[src/rtl/ft232h_tx_sched.sv]
// ft232h_tx_sched: round-robin packet scheduler that shares the FT232H USB
// transmit path between NUM_SRC byte-stream sources. Each granted packet is
// emitted as Avalon-MM writes of {HDR_TAG,ch}, len, payload bytes [, checksum]
// to the ft232h write-data register at ADDR_WR, honouring avm_waitrequest.
// Optional feature: define FT232H_TX_CSUM_EN to append an 8-bit checksum
// (sum mod 256 of len and all payload bytes) after the payload.
module ft232h_tx_sched #(
    parameter int          NUM_SRC = 2,
    parameter logic [7:0]  ADDR_WR = 8'd1,
    parameter logic [3:0]  HDR_TAG = 4'hA
) (
    input  logic                   clk,
    input  logic                   rst_n,
    input  logic [NUM_SRC-1:0]     src_req,
    input  logic [8*NUM_SRC-1:0]   src_len,
    input  logic [NUM_SRC-1:0]     src_valid,
    input  logic [8*NUM_SRC-1:0]   src_data,
    output logic [NUM_SRC-1:0]     src_ready,
    output logic [NUM_SRC-1:0]     src_grant,
    output logic [NUM_SRC-1:0]     src_done,
    output logic [7:0]             avm_address,
    output logic                   avm_write,
    output logic [31:0]            avm_writedata,
    input  logic                   avm_waitrequest
);

    localparam int CH_W = 2;

`ifdef FT232H_TX_CSUM_EN
    typedef enum logic [2:0] {S_IDLE, S_HDR0, S_HDR1, S_DATA, S_CSUM} state_t;
`else
    typedef enum logic [1:0] {S_IDLE, S_HDR0, S_HDR1, S_DATA} state_t;
`endif

    state_t               state_q;
    logic [CH_W-1:0]      ch_q;
    logic [CH_W-1:0]      rr_q;
    logic [7:0]           len_q;
    logic [8:0]           cnt_in_q;
    logic [8:0]           cnt_out_q;
    logic [NUM_SRC-1:0]   grant_q;
    // Output byte register: it carries the header bytes and doubles as the
    // one-byte payload hold register; vld_p1 is the Avalon write strobe.
    logic [7:0]           hold_p1;
    logic                 vld_p1;
`ifdef FT232H_TX_CSUM_EN
    logic [7:0]           csum_q;
`endif

    logic                 sent;
    logic                 take_ok;
    logic                 accept;
    logic [7:0]           in_byte;
    logic                 last_pay;
    logic                 done_now;
    logic                 pick_v;
    logic [CH_W-1:0]      pick_ch;
    logic [7:0]           pick_len;
    logic [CH_W-1:0]      rr_next;

    // First requester at or after the round-robin pointer; MSB flags a hit.
    // Scanning from the far end lets the nearest requester win last.
    function automatic logic [CH_W:0] pick_src(input logic [NUM_SRC-1:0] req,
                                               input logic [CH_W-1:0]    rr);
        logic [CH_W:0] r;
        int            c;
        r = '0;
        for (int i = NUM_SRC - 1; i >= 0; i--) begin
            c = (int'(rr) + i) % NUM_SRC;
            if (|(req & (NUM_SRC'(1) << c)))
                r = {1'b1, CH_W'(c)};
        end
        return r;
    endfunction

    // Arbitration, source muxing and the Avalon handshake terms.
    always_comb begin
        {pick_v, pick_ch} = pick_src(src_req, rr_q);
        pick_len = 8'h00;
        in_byte  = 8'h00;
        for (int i = 0; i < NUM_SRC; i++) begin
            if (pick_ch == CH_W'(i))
                pick_len = src_len[i*8 +: 8];
            if (ch_q == CH_W'(i))
                in_byte = src_data[i*8 +: 8];
        end
        sent     = vld_p1 & ~avm_waitrequest;
        // Payload can be fetched once the header is leaving (HDR1) so the
        // first payload byte follows the length byte without a gap.
        take_ok  = ((state_q == S_HDR1) || (state_q == S_DATA)) &&
                   (~vld_p1 || sent) && (cnt_in_q <= {1'b0, len_q});
        accept   = take_ok && (|(src_valid & grant_q));
        last_pay = (cnt_out_q == {1'b0, len_q});
`ifdef FT232H_TX_CSUM_EN
        done_now = sent && (state_q == S_CSUM);
`else
        done_now = sent && (state_q == S_DATA) && last_pay;
`endif
        rr_next  = (ch_q == CH_W'(NUM_SRC - 1)) ? '0 : ch_q + 1'b1;
    end

    // Outputs: ready/done qualify the registered grant; address and data are
    // forced to zero whenever no write is pending.
    always_comb begin
        src_ready     = take_ok ? grant_q : '0;
        src_done      = done_now ? grant_q : '0;
        src_grant     = grant_q;
        avm_write     = vld_p1;
        avm_address   = vld_p1 ? ADDR_WR : 8'h00;
        avm_writedata = vld_p1 ? {24'h0, hold_p1} : 32'h0;
    end

    // Packet FSM: IDLE -> HDR0 -> HDR1 -> DATA [-> CSUM] -> IDLE.
    always_ff @(posedge clk or negedge rst_n) begin
        if (!rst_n) begin
            state_q   <= S_IDLE;
            ch_q      <= '0;
            rr_q      <= '0;
            len_q     <= '0;
            cnt_in_q  <= '0;
            cnt_out_q <= '0;
            grant_q   <= '0;
            hold_p1   <= '0;
            vld_p1    <= 1'b0;
`ifdef FT232H_TX_CSUM_EN
            csum_q    <= '0;
`endif
        end else begin
            // Payload intake into the hold register; a send with nothing to
            // refill it drops the write strobe.
            if (accept) begin
                hold_p1  <= in_byte;
                vld_p1   <= 1'b1;
                cnt_in_q <= cnt_in_q + 9'd1;
`ifdef FT232H_TX_CSUM_EN
                csum_q   <= csum_q + in_byte;
`endif
            end else if (sent && ((state_q == S_HDR1) || (state_q == S_DATA))) begin
                vld_p1 <= 1'b0;
            end

            case (state_q)
                S_IDLE: begin
                    if (pick_v) begin
                        state_q   <= S_HDR0;
                        ch_q      <= pick_ch;
                        len_q     <= pick_len;
                        grant_q   <= NUM_SRC'(1) << pick_ch;
                        cnt_in_q  <= '0;
                        cnt_out_q <= '0;
                        hold_p1   <= {HDR_TAG, {(4-CH_W){1'b0}}, pick_ch};
                        vld_p1    <= 1'b1;
`ifdef FT232H_TX_CSUM_EN
                        csum_q    <= pick_len;
`endif
                    end
                end
                S_HDR0: begin
                    if (sent) begin
                        hold_p1 <= len_q;
                        state_q <= S_HDR1;
                    end
                end
                S_HDR1: begin
                    if (sent) begin
                        state_q   <= S_DATA;
                        cnt_out_q <= '0;
                    end
                end
                S_DATA: begin
                    if (sent) begin
                        if (last_pay) begin
`ifdef FT232H_TX_CSUM_EN
                            state_q <= S_CSUM;
                            hold_p1 <= csum_q;
                            vld_p1  <= 1'b1;
`else
                            state_q <= S_IDLE;
                            grant_q <= '0;
                            rr_q    <= rr_next;
                            vld_p1  <= 1'b0;
`endif
                        end else begin
                            cnt_out_q <= cnt_out_q + 9'd1;
                        end
                    end
                end
`ifdef FT232H_TX_CSUM_EN
                S_CSUM: begin
                    if (sent) begin
                        state_q <= S_IDLE;
                        grant_q <= '0;
                        rr_q    <= rr_next;
                        vld_p1  <= 1'b0;
                    end
                end
`endif
                default: state_q <= S_IDLE;
            endcase
        end
    end

endmodule

[config.mk]
export PLATFORM = sky130hd
export DESIGN_NAME = ft232h_tx_sched
export DESIGN_NICKNAME = d
export VERILOG_FILES = /design/src/rtl/ft232h_tx_sched.sv
export SDC_FILE = /design/constraint.sdc
export NUM_CORES = 1
export LEC_CHECK = 0
export ABC_AREA = 1
export BUFFER_PORTS_ARGS = -buffer_cell sky130_fd_sc_hd__buf_2
export CAP_MARGIN = 20
export CORE_UTILIZATION = 29
export CTS_CLUSTER_DIAMETER = 50
export DETAILED_ROUTE_END_ITERATION = 8
export HOLD_SLACK_MARGIN = 0.15
export SETUP_SLACK_MARGIN = 0.4
export SLEW_MARGIN = 20
export SYNTH_ARGS = -nofsm -noshare
export SYNTH_HDL_FRONTEND = slang
export SYNTH_SLANG_ARGS = --single-unit
export TNS_END_PERCENT = 20
[constraint.sdc]
create_clock -name clk -period 3.4 [get_ports clk]
set_clock_uncertainty 0.15 [all_clocks]
set_input_delay 0.68 -clock clk [delete_from_list [all_inputs] [get_ports clk]]
set_output_delay 0.68 -clock clk [all_outputs]
set_load 0.05 [all_outputs]
==> results by group <==
Routing
  • Remaining antenna violation count: 0
  • Routed WL: 7.65 mm
  • First-pass DRT Iterations: 4
  • Avg WL per Cell: 11.8 µm
  • Vias/cell: 4.36
  • Vias: 2,824
  • Number of DRC markers in iteration 0: 179
  • DR DRC count: 0

Die
  • Initial Util: 30.1%
  • FP Rows: 37
  • Chip height: 106 µm
  • Die width: 106 µm
  • Die area: 11,200 µm²
  • I/O pin count: 86
  • Core Region: 10,400 µm²

Worst setup path
  • Crit path required time: 2.57 ns
  • Cell at the slowest stage of the critical path: ha_1
  • Reg2reg start: len_q[6]
  • Worst reg-to-reg path cell count: 13
  • Flop-to-flop setup slack: 0.91 ns
  • Worst path cell trace: ha_1 > nor2_1 > a21oi_2 > buf_4 > nand2_1 > nor2_1 > buf_6
  • Worst Setup End Kind: primary output
  • Reg2reg end: cnt_in_q[1]
  • Most used cell, CP: nor2_1
  • CP arrival: 2.01 ns
  • Buf/Inv on CP: 2
  • CP top delay family: adder cells
  • Max stage delay on crit path: 0.42 ns
  • Critical path type: reg -> out
  • Worst Path Max Fanout: 14
  • Critical Path Start Type: flop

Synth
  • EDFF count, synth: 0
  • Syn avg cell area: 7.01 µm²
  • YS warnings: 0
  • Asr flop ratio synth: 100%
  • #FFs+latches synth: 41
  • Area of the mapped netlist: 3140 µm²
  • Yosys cell types: 35
  • Cells after synthesis: 448
  • Ys flop type: dfrtp_1
  • Register area share after synthesis: 32.7%

Power and ir drop
  • PwrDens: 722 nW/µm²
  • Int Pwr: 0.00123 W
  • P_sw: 0.00136 W
  • Combinational share of power: 57.1%
  • Pwr Total: 0.00259 W
  • Leakage: 2.03 nW
  • Worst vdd ir: 0.374 mV
  • Clk pwr share: 12.3%
  • Seq pwr share: 30.6%
  • Sw frac: 52.5%

Hold path
  • Min-delay src: rr_q[0]
  • Worst Hold End: rr_q[0]
  • Hold Path Stages: 2
  • Worst min-delay path class: reg -> reg

Timing
  • Max-slew headroom: 37.5%
  • Setup tns final: 0 ns
  • Count of pins over their slew limit: 0
  • # setup viols final: 0
  • Slew @ Worst Pin: 0.938 ns
  • RSZ-0062 raised after global routing: false
  • Period utilization: 83.6%
  • Hold Violations, Final: 0
  • Achievable Freq: 352 MHz
  • Fin crit period: 2.84 ns

Global route
  • GRT overflow: 0
  • Largest net degree at the start of global routing: 42
  • Initial antenna violation count: 0
  • Vias in the first global route: 2,684
  • All-Layer GR Usage: 13.9%
  • First-pass GRT wire length: 12.7 mm

Clocking
  • Sink Count: 41
  • CTS Hold Bufs: 0
  • Bufs on Longest Clock Path: 2
  • Total CTS buffers: 5
  • Worst-path clk slew: 0.08 ns
  • Root buffer cell: clkbuf_8
  • Clk_lat worst skew: 0.30 ns
  • CTS tree: built
  • Number of H-tree levels: 2

Layout
  • Share of layout cells above drive strength 1: 17.8%
  • Area grow syn2layout: 14.3%
  • Final Non-Filler Cells: 647
  • Antenna diode count: 0
  • Layout Nets: 563
  • Post-route cell area: 3590 µm²

Placement
  • Port-buffer cells: 54
  • DP Area: 3410 µm²
  • Placed cell count: 629
  • Post-DP HPWL: 5.87 mm
  • Gpl congestion: 0.930

Job
  • Max Cap Violations: 0

Run status
  • Status: completed
layout make-up:
cell class	instances	area (µm²)
repair buffers	67	377
clock inverters	3	17.5
clock buffers	5	68.8
flip-flops and latches	41	1030
fillers	1114	6830
inverters	72	270
multi-input cells	323	1660
well taps	136	170
stage by stage:
stage | utilization [%] | setup slack, ns | hold slack [ns]
finish | 34.4 | 0.558 | 0.347
global placement | 32.8 | 0.768 | 0.318
CTS | 33.6 | 0.430 | 0.347
detailed placement | 32.8 | 0.700 | 0.325
floorplan | - | 0.532 | 0.234
global route | 34.4 | 0.402 | 0.389
logic make-up (layout without fill, tap and decap cells):
kind of cell / Yosys count / after routing / synth area share, %
compound gates: 55 / 55 / 10.0
buf+inv: 114 / 147 / 18.3
fa+ha+maj: 14 / 14 / 5.58
simple gates: 208 / 208 / 28.9
xor+xnor: 10 / 10 / 2.79
mux: 5 / 5 / 1.59
flops: 41 / 41 / 32.7
other cells: 1 / 31 / 0.119
worst register-to-register path: stages, from the launching register on:
cell and delay (ns):
dfrtp_1 0.43, inv_1 0.07, ha_1 0.30, nand2_1 0.05
nor2_1 0.16, nand3b_1 0.10, nand3_1 0.14, nand2_4 0.09
buf_4 0.17, buf_4 0.14, nand3_4 0.17, inv_1 0.17
o21ai_0 0.20, nor2_1 0.06
power by group through the flow:
| stage | combinational (W) | sequential, W | clock [W] |
|---|---|---|---|
| final | 0.00148 | 0.000793 | 0.000318 |
| after global routing | 0.00165 | 0.000823 | 0.000351 |
| after CTS | 0.00143 | 0.000797 | 0.000333 |
| after detailed placement | 0.00143 | 0.000808 | 0 |
| after global placement | 0.00142 | 0.000796 | 0 |
| after floorplan | 0.00114 | 0.000790 | 0 |
Yosys cell counts (8+ instances only):
cell type | n | area (µm²)
xor2_1 | 10 | 87.6
nor2_1 | 31 | 116
inv_1 | 69 | 259
o21ai_0 | 31 | 155
a21oi_1 | 8 | 40.0
dfrtp_1 | 41 | 1030
a31oi_1 | 8 | 50.1
nand2_1 | 126 | 473
ha_1 | 14 | 175
nand3_1 | 17 | 85.1
nand4_1 | 17 | 106
buf_4 | 33 | 248
state kept, by name, indices dropped and copies added, names as in the netlist:
signal     flops
src_grant      2
len_q          8
state_q        2
cnt_in_q       9
rr_q           1
avm_write      1
ch_q           1
hold_p1        8
cnt_out_q      9
worst max-delay path by stage:
| stage | from | to | slack [ns] | cells after the start |
|---|---|---|---|---|
| after floorplan | cnt_in_q[4] | src_ready[0] | 0.53 | 11 |
| after global placement | len_q[4] | src_ready[1] | 0.77 | 12 |
| after detailed placement | len_q[6] | src_ready[1] | 0.70 | 10 |
| after CTS | len_q[6] | src_ready[1] | 0.43 | 10 |
| after global routing | state_q[0] | src_done[0] | 0.40 | 6 |
| final | state_q[0] | src_ready[1] | 0.56 | 7 |
per-layer routing:
| layer | wire length (µm) | global-route usage (%) |
|---|---|---|
| met5 | 0 | 0 |
| met4 | 103 | 4.46 |
| met3 | 361 | 2.58 |
| met2 | 3240 | 21.5 |
| met1 | 3940 | 19.6 |
repair_timing:
action / CTS / global route
resized for setup: 1 / 5
endpoints found under the setup margin: 2 / 2
endpoints found under the hold margin: 0 / 0
setup buffers: 0 / 10
pin swaps: 0 / 1
cell usage in the layout (no fill, tap or decap), types with 2 or more instances in the layout:
cell type  instances
a21oi_1            8
a21oi_2            2
a31oi_1            8
buf_2             52
buf_4             14
clkbuf_8           5
clkinv_2           2
conb_1            31
dfrtp_1           41
ha_1              14
inv_1             69
inv_2              2
mux2i_1            5
nand2_1          126
nand3_1           17
nand3b_1           2
nand4_1           17
nor2_1            31
nor3_1             4
o21ai_0           31
o22ai_1            2
or2_2              4
xor2_1            10
Note: power is estimated with default switching activity, not from simulation.
